===== config.mk =====
export PLATFORM = sky130hd
export DESIGN_NAME = alu_seq
export DESIGN_NICKNAME = d
export VERILOG_FILES = /design/src/rtl/alu_seq.sv
export SDC_FILE = /design/constraint.sdc
export NUM_CORES = 1
export LEC_CHECK = 0
export BUFFER_PORTS_ARGS = -buffer_cell sky130_fd_sc_hd__buf_2
export CORE_MARGIN = 2
export CORE_UTILIZATION = 55
export DETAILED_ROUTE_END_ITERATION = 8
export MAX_ROUTING_LAYER = met4
export PLACE_DENSITY = 0.81
export SETUP_SLACK_MARGIN = 0.05
export SLEW_MARGIN = 20
export SYNTH_ARGS = -nofsm -noshare
export SYNTH_HDL_FRONTEND = slang
export SYNTH_SLANG_ARGS = --single-unit

===== constraint.sdc =====
create_clock -name clk -period 3.7 [get_ports clk]
set_clock_uncertainty 0.15 [all_clocks]
set_input_delay 0.74 -clock clk [delete_from_list [all_inputs] [get_ports clk]]
set_output_delay 0.74 -clock clk [all_outputs]
set_load 0.03 [all_outputs]

===== src/rtl/alu_seq.sv =====
// Registered, parametrised ALU with valid/ready input, held output banks and status flags.
// Define ALU_MUL_EN to build the multi-cycle shift-add multiplier (group 10, op 00/01).
module alu_seq #(
    parameter int unsigned WIDTH   = 8,
    parameter int unsigned NUM_OUT = 4
) (
    input  logic                     clk,
    input  logic                     rst,
    input  logic                     in_valid,
    output logic                     in_ready,
    input  logic [15:0]              instruction,
    input  logic [WIDTH-1:0]         data0,
    input  logic [WIDTH-1:0]         data1,
    output logic [NUM_OUT*WIDTH-1:0] out_bank,
    output logic                     res_valid,
    output logic                     of,
    output logic                     zf
);

    logic [1:0] group;
    logic [1:0] op;
    assign group = instruction[13:12];
    assign op    = instruction[11:10];

    logic unused_instr;
    assign unused_instr = ^instruction[9:0];

    logic             accept;
    logic             start_mul;
    logic [WIDTH-1:0] op_res;
    logic             op_of;
    logic [WIDTH:0]   add_sum;
    logic [WIDTH:0]   sub_diff;

    logic             commit;
    logic [1:0]       c_dest;
    logic [WIDTH-1:0] c_res;
    logic             c_of;

    logic [WIDTH-1:0] bank_q [NUM_OUT];
    logic             of_q;
    logic             zf_q;
    logic             res_valid_q;

`ifdef ALU_MUL_EN
    typedef enum logic [0:0] {StIdle, StMul} state_e;

    localparam int unsigned CntW = $clog2(WIDTH);
    localparam logic [CntW-1:0] LastStep = CntW'(WIDTH - 1);

    state_e             state_q;
    logic [CntW-1:0]    cnt_q;
    logic [2*WIDTH-1:0] prod_q;
    logic [2*WIDTH-1:0] prod_step;
    logic [WIDTH-1:0]   mcand_q;
    logic [1:0]         mdest_q;
    logic               mhi_q;
    logic [WIDTH:0]     acc_sum;
    logic               mul_done;

    // prod_q holds {accumulator, remaining multiplier bits}; one bit retires per cycle.
    always_comb begin
        acc_sum   = {1'b0, prod_q[2*WIDTH-1:WIDTH]} + (prod_q[0] ? {1'b0, mcand_q} : '0);
        prod_step = {acc_sum, prod_q[WIDTH-1:1]};
        mul_done  = (state_q == StMul) && (cnt_q == LastStep);
    end

    assign in_ready = (state_q == StIdle);
`else
    assign in_ready = 1'b1;
`endif

    assign accept = in_valid && in_ready;

    always_comb begin
        op_res    = '0;
        op_of     = 1'b0;
        start_mul = 1'b0;
        add_sum   = {1'b0, data0} + {1'b0, data1};
        sub_diff  = {1'b0, data0} - {1'b0, data1};
        case (group)
            2'b00: begin
                case (op)
                    2'b00: op_res = data0 >> data1;
                    2'b01: op_res = data0 << data1;
                    2'b10: {op_of, op_res} = add_sum;
                    default: {op_of, op_res} = sub_diff;
                endcase
            end
            2'b01: begin
                case (op)
                    2'b00: op_res = data0 & data1;
                    2'b01: op_res = data0 | data1;
                    2'b10: op_res = data0 ^ data1;
                    default: op_res = WIDTH'(1);
                endcase
            end
            2'b10: begin
`ifdef ALU_MUL_EN
                start_mul = ~op[1];
`endif
                op_res = '0;
            end
            default: op_res = WIDTH'(data0 < data1);
        endcase
    end

    always_comb begin
        commit = accept && !start_mul;
        c_dest = instruction[15:14];
        c_res  = op_res;
        c_of   = op_of;
`ifdef ALU_MUL_EN
        if (mul_done) begin
            commit = 1'b1;
            c_dest = mdest_q;
            c_res  = mhi_q ? prod_step[2*WIDTH-1:WIDTH] : prod_step[WIDTH-1:0];
            c_of   = !mhi_q && (|prod_step[2*WIDTH-1:WIDTH]);
        end
`endif
    end

    always_ff @(posedge clk) begin
        if (rst) begin
            for (int unsigned k = 0; k < NUM_OUT; k++) bank_q[k] <= '0;
            of_q        <= 1'b0;
            zf_q        <= 1'b0;
            res_valid_q <= 1'b0;
`ifdef ALU_MUL_EN
            state_q <= StIdle;
            cnt_q   <= '0;
            prod_q  <= '0;
            mcand_q <= '0;
            mdest_q <= '0;
            mhi_q   <= 1'b0;
`endif
        end else begin
            res_valid_q <= commit;
            if (commit) begin
                of_q <= c_of;
                zf_q <= (c_res == '0);
                // Destinations beyond the last bank update flags only.
                for (int unsigned k = 0; k < NUM_OUT; k++) begin
                    if (c_dest == 2'(k)) bank_q[k] <= c_res;
                end
            end
`ifdef ALU_MUL_EN
            case (state_q)
                StIdle: begin
                    if (accept && start_mul) begin
                        state_q <= StMul;
                        cnt_q   <= '0;
                        prod_q  <= {{WIDTH{1'b0}}, data1};
                        mcand_q <= data0;
                        mdest_q <= instruction[15:14];
                        mhi_q   <= instruction[10];
                    end
                end
                StMul: begin
                    prod_q <= prod_step;
                    cnt_q  <= cnt_q + CntW'(1);
                    if (mul_done) state_q <= StIdle;
                end
                default: state_q <= StIdle;
            endcase
`endif
        end
    end

    always_comb begin
        out_bank = '0;
        for (int unsigned k = 0; k < NUM_OUT; k++) out_bank[k*WIDTH +: WIDTH] = bank_q[k];
    end

    assign res_valid = res_valid_q;
    assign of        = of_q;
    assign zf        = zf_q;

endmodule


==> results.py, run 1 <==
metrics = {
    "placement": {
        "io_buffers": 59,
        "gp_congestion": 0.957,
        "hpwl_microns": 6200,
    },
    "timing": {
        "fin_setup_tns_ns": 0,
        "setup_viol_count_final": 0,
        "clock.fmax_ghz": 0.310,
        "finalCriticalPeriod_ns": 3.23,
        "relSlewSlack": 0.543,
        "rsz0062_at_grt": "false",
        "slew_viol_final": 0,
        "final_hold_viol_count": 0,
        "max_slew.worst_pin.slew_ns": 0.684,
        "holdWs_ns": 0.331,
        "fin_crit_sh": 0.872,
    },
    "cts": {
        "cts_tree": "done",
        "h-tree-depth": 2,
        "cts_resized": 0,
        "cts-root-buf": "clkbuf_8",
        "cts_num_sinks": 35,
        "clkLatencyLatePin_ns": 0.28,
        "post_cts_buffers": 0,
        "clk_pin_slew_ns": 0.07,
        "holdBufCountCts": 0,
        "clk_path_buf_depth": 2,
        "cts_buffers": 5,
    },
    "hold_path": {
        "hold_path.class": "flop to flop",
    },
    "final_layout": {
        "layout-drive-gt1-share": 0.248,
        "fillers": 456,
        "area_delta_synth_final_pct": 14.8,
        "fin_nets": 464,
        "n_antenna_cell": 0,
    },
    "logic_synthesis": {
        "yosysTopAreaCell": "edfxtp_1",
        "synth_edf_count": 32,
        "async_flop_share": 0,
        "synth_top_family_by_area": "compound AO/OA/AOI/OAI gates",
        "seq_area_frac_synth": 0.320,
        "synth_compound_area_frac": 0.218,
        "postSynthAreaPerCell_sq_um": 9.28,
        "synthMuxAreaShare": 0.0995,
        "synth_simple_gate_area_frac": 0.173,
        "ys_types": 67,
        "synthFlopType": "edfxtp_1",
        "synth-xor-area-share": 0.0165,
        "ys_seq_elements": 35,
        "synthAdderAreaFrac": 0.111,
        "yosysWarnings": 0,
        "synthTopCellsByArea": "edfxtp_1, ha_1, nor2_1",
        "synth_most_common_cell": "nor2_1",
        "syn_nets": 406,
        "yosys-top-cells-count": "nor2_1, edfxtp_1, ha_1, inv_1, a21oi_1",
        "syn_inst": 344,
        "syn_area_sq_um": 3190,
        "yosysTopAreaCellShare": 0.301,
    },
    "critical_path": {
        "cp.required_ns": 3.58,
        "worstSetupPathType": "primary input to flop",
        "startpoint_type": "primary input",
        "crit_fanout": 13,
        "critical_path_arrival_ns": 3.10,
        "endpoint_kind": "flop",
    },
    "detailed_routing": {
        "drt_iter0_markers": 371,
        "drt_pre_antenna_iters": 5,
        "drtAntennaViolNets": 0,
        "vias_per_cell": 6.31,
        "wl_per_cell_microns": 17.2,
        "drc": 0,
        "via_count": 2998,
        "wirelength_microns": 8190,
    },
    "global_routing": {
        "antenna_found_initial": 0,
        "first_global_vias": 2759,
        "grt_first_pass_wirelength_microns": 13300,
        "grt_max_degree": 24,
        "grt_util_all_layers": 0.273,
        "overflow": 0,
    },
    "status": {
        "status": "completed",
    },
    "die": {
        "die_w_microns": 80.2,
        "io_pins": 71,
        "core-area_sq_um": 5540,
        "die_height_microns": 80.2,
        "std_cell_rows": 27,
        "start_util": 0.576,
        "dieArea_sq_um": 6430,
    },
    "power_and_ir_drop": {
        "p_leak_nw": 1.56,
        "p_per_area_nw_per_um2": 305,
        "vdd_ir_drop_max_mv": 0.181,
    },
    "run": {
        "max-cap-violations": 0,
    },
}
## state kept, by name (all words and copies together), names as in the netlist
| name | cells |
|---|---|
| bank_q | 32 |
| of | 1 |
| res_valid | 1 |
| zf | 1 |
## per-layer routing
| metal | track usage | part of all wire | vias to the layer above |
|---|---|---|---|
| li1 | - | - | 1409 |
| met1 | 0.371 | 0.43 | 1397 |
| met2 | 0.418 | 0.47 | 167 |
| met3 | 0.0461 | 0.081 | 25 |
| met4 | 0.0898 | 0.026 | 0 |
| met5 | - | 0 | - |
## stage by stage
step           std cells  area, sq um   util  worst slack, ns  total power [mW]
6_report             475         3670  0.662            0.473              1.12
5_1_grt              475         3670  0.662            0.338              1.18
4_1_cts              475         3670  0.662            0.534              1.12
3_5_place_dp         467         3580  0.646            0.245             0.855
3_3_place_gp         467         3580  0.646            0.278             0.848
2_1_floorplan        344         3190      -            0.249             0.742
## worst max-delay path: stages
cell and delay, ns:
buf_2 0.17, inv_1 0.10, ha_1 0.53, nor3_1 0.11, a211oi_1 0.36, a21oi_1 0.17
xnor2_1 0.16, o311a_1 0.32, nor2_1 0.34, nor2_1 0.10
## cell usage in the layout (no fill, tap or decap), types with 6 or more instances in the layout
master,n
a21oi_1,21
and3_1,7
buf_2,59
buf_4,14
edfxtp_1,32
ha_1,25
inv_1,25
mux2i_1,13
nand2_1,12
nand2b_1,6
nand3_1,6
nor2_1,42
nor2b_1,9
nor3_1,7
o21ai_0,11
o22ai_1,6
## path summary, 6_finish.rpt
| check | startpoint | endpoint | slack [ns] | depth (start not counted) |
|---|---|---|---|---|
| setup / recovery | data1[3] | bank_q[1][7]$_SDFFCE_PN0P_ | 0.47 | 10 |
| hold / removal | of$_SDFFE_PP0P_ | of$_SDFFE_PP0P_ | 0.33 | 2 |
| setup reg to reg | of$_SDFFE_PP0P_ | of$_SDFFE_PP0P_ | 2.96 | 2 |
| hold reg to reg | of$_SDFFE_PP0P_ | of$_SDFFE_PP0P_ | 0.33 | 2 |
## logic make-up (layout without fill, tap and decap cells)
group                    Yosys count  after routing
AND/OR/NAND/NOR                  111            111
AO/OA/AOI/OAI                     95             95
buffers and inverters             47            106
flip-flops                        35             35
adder cells (fa/ha/maj)           27             27
multiplexers                      22             22
XOR/XNOR                           6              6
other                              1              1
## report_power, final
group	total, mW	leakage, nW	switching, mW	internal (mW)
clock network	0.265	0.0412	0.134	0.131
registers	0.465	0.339	0.00680	0.458
logic	0.388	1.18	0.249	0.139
## cell type report
cell class              count  area, sq um  share of cell area
multi-input cells         262         1980               0.539
flip-flops and latches     35         1020               0.278
repair buffers             73          400               0.109
inverters                  25         93.8              0.0256
well taps                  72         90.1              0.0246
clock buffers               6         72.6              0.0198
clock inverters             2         12.5             0.00341
(Power assumes the default switching activity.)
==> inputs of run 2 (changes only) <==
--- a/config.mk
+++ b/config.mk
@@ -9,7 +9,6 @@
 export CORE_MARGIN = 2
 export CORE_UTILIZATION = 55
 export DETAILED_ROUTE_END_ITERATION = 8
-export MAX_ROUTING_LAYER = met4
 export PLACE_DENSITY = 0.81
 export SETUP_SLACK_MARGIN = 0.05
 export SLEW_MARGIN = 20
==> results.py, run 2 (same netlist as run 1, synthesis figures left out) <==
metrics = {
    "status": {
        "status": "completed",
    },
    "detailed_routing": {
        "via_count": 3068,
        "wirelength_microns": 8390,
        "drt_pre_antenna_iters": 5,
        "drtAntennaViolNets": 0,
        "vias_per_cell": 6.47,
        "wl_per_cell_microns": 17.7,
        "drt_iter0_markers": 344,
        "drc": 0,
    },
    "timing": {
        "fin_crit_sh": 0.878,
        "slew_viol_final": 0,
        "final_hold_viol_count": 0,
        "max_slew.worst_pin.slew_ns": 0.671,
        "clock.fmax_ghz": 0.308,
        "rsz0062_at_grt": "false",
        "finalCriticalPeriod_ns": 3.25,
        "relSlewSlack": 0.552,
        "setup_viol_count_final": 0,
        "fin_setup_tns_ns": 0,
    },
    "placement": {
        "gp_congestion": 0.909,
        "dpl_cell_area_sq_um": 3570,
        "hpwl_microns": 6250,
        "io_buffers": 59,
    },
    "final_layout": {
        "mostFrequentLayoutCells": "buf_2, nor2_1, edfxtp_1",
        "mostFrequentLayoutCell": "buf_2",
        "regMostFlops": "bank_q",
        "layout-drive-gt1-share": 0.246,
        "regArea_sq_um": 1020,
        "area_delta_synth_final_pct": 16.1,
        "fin_nets": 463,
        "final_cell_area_sq_um": 3710,
        "multi_input_area_sq_um": 1980,
        "n_antenna_cell": 0,
        "largest_reg_flops": 32,
        "fillers": 445,
    },
    "critical_path": {
        "worstSetupPathType": "primary input to flop",
        "cpMaxStageDelayCell": "ha_1",
        "crit_top_cell": "nor2_1",
        "worst_path_largest_cell_delay_ns": 0.51,
        "critical_path_arrival_ns": 3.12,
        "startpoint_type": "primary input",
        "endpoint_kind": "flop",
        "crit_fanout": 10,
        "cp.required_ns": 3.57,
        "cp_cell_sequence": "buf_2, inv_1, ha_1, nor3_1, a211oi_1, a21oi_1, xnor2_1, o311a_1, nor2_1, nor2_1",
    },
    "cts": {
        "cts_resized": 0,
        "h-tree-depth": 2,
        "clkLatencyLatePin_ns": 0.28,
        "cts_buffers": 5,
        "post_cts_buffers": 0,
        "cts_tree": "done",
        "cts-root-buf": "clkbuf_8",
        "holdBufCountCts": 0,
        "clk_path_buf_depth": 2,
        "cts_num_sinks": 35,
        "clk_pin_slew_ns": 0.06,
    },
    "die": {
        "std_cell_rows": 27,
        "start_util": 0.576,
        "io_pins": 71,
        "die_w_microns": 80.2,
        "core-area_sq_um": 5540,
        "dieArea_sq_um": 6430,
        "die_height_microns": 80.2,
    },
    "global_routing": {
        "use_met2": 0.416,
        "top_usage_layer": "met2",
        "grt_first_pass_wirelength_microns": 13600,
        "grt_max_degree": 25,
        "first_global_vias": 2744,
        "antenna_found_initial": 0,
        "met3_usage": 0.0427,
        "grt_util_all_layers": 0.272,
        "met1_usage": 0.383,
        "overflow": 0,
    },
    "run": {
        "max-cap-violations": 0,
    },
    "hold_path": {
        "hold_path.class": "flop to flop",
    },
    "power_and_ir_drop": {
        "vdd_ir_drop_max_mv": 0.331,
        "p_per_area_nw_per_um2": 338,
        "p_leak_nw": 1.58,
    },
}
run 2: metal layers:
metal	vias to the layer above	share of wire	wire length [microns]
li1	1398	-	-
met1	1435	0.41	3460
met2	198	0.46	3840
met3	37	0.087	728
met4	0	0.043	359
met5	-	0	0
run 2: worst paths after layout:
check / slack [ns] / endpoint / from / cells past startpoint
hold / removal: 0.33 / of$_SDFFE_PP0P_ / of$_SDFFE_PP0P_ / 2
setup reg to reg: 2.97 / of$_SDFFE_PP0P_ / of$_SDFFE_PP0P_ / 2
hold reg to reg: 0.33 / of$_SDFFE_PP0P_ / of$_SDFFE_PP0P_ / 2
setup / recovery: 0.45 / bank_q[2][7]$_SDFFCE_PN0P_ / data1[2] / 10
run 2: power breakdown:
part           switching (mW)  internal, mW
clock network           0.130         0.269
registers             0.00644         0.458
logic                   0.251         0.139
total                   0.387         0.866
run 2: critical path, delay by kind of cell:
family	cells	cell delay [ns]
compound gates	3	0.81
xor+xnor	1	0.16
fa+ha+maj	1	0.51
buf+inv	2	0.32
simple gates	3	0.57
run 2: area by class of cell:
class / count / share of cell area
clock buffer: 6 / 0.0196
timing repair buffer: 72 / 0.106
multi-input combinational: 262 / 0.533
sequential: 35 / 0.275
clock inverter: 2 / 0.0162
inverter: 25 / 0.0253
tap: 72 / 0.0243
run 2: through the flow:
stage	worst slack (ns)	hold WS [ns]	total power, mW	cells	utilization
2_1_floorplan	0.249	0.441	0.742	344	-
3_3_place_gp	0.309	0.313	0.847	466	0.645
3_5_place_dp	0.218	0.318	0.856	466	0.645
4_1_cts	0.513	0.329	1.25	474	0.669
5_1_grt	0.233	0.338	1.31	474	0.669
6_report	0.450	0.330	1.25	474	0.669
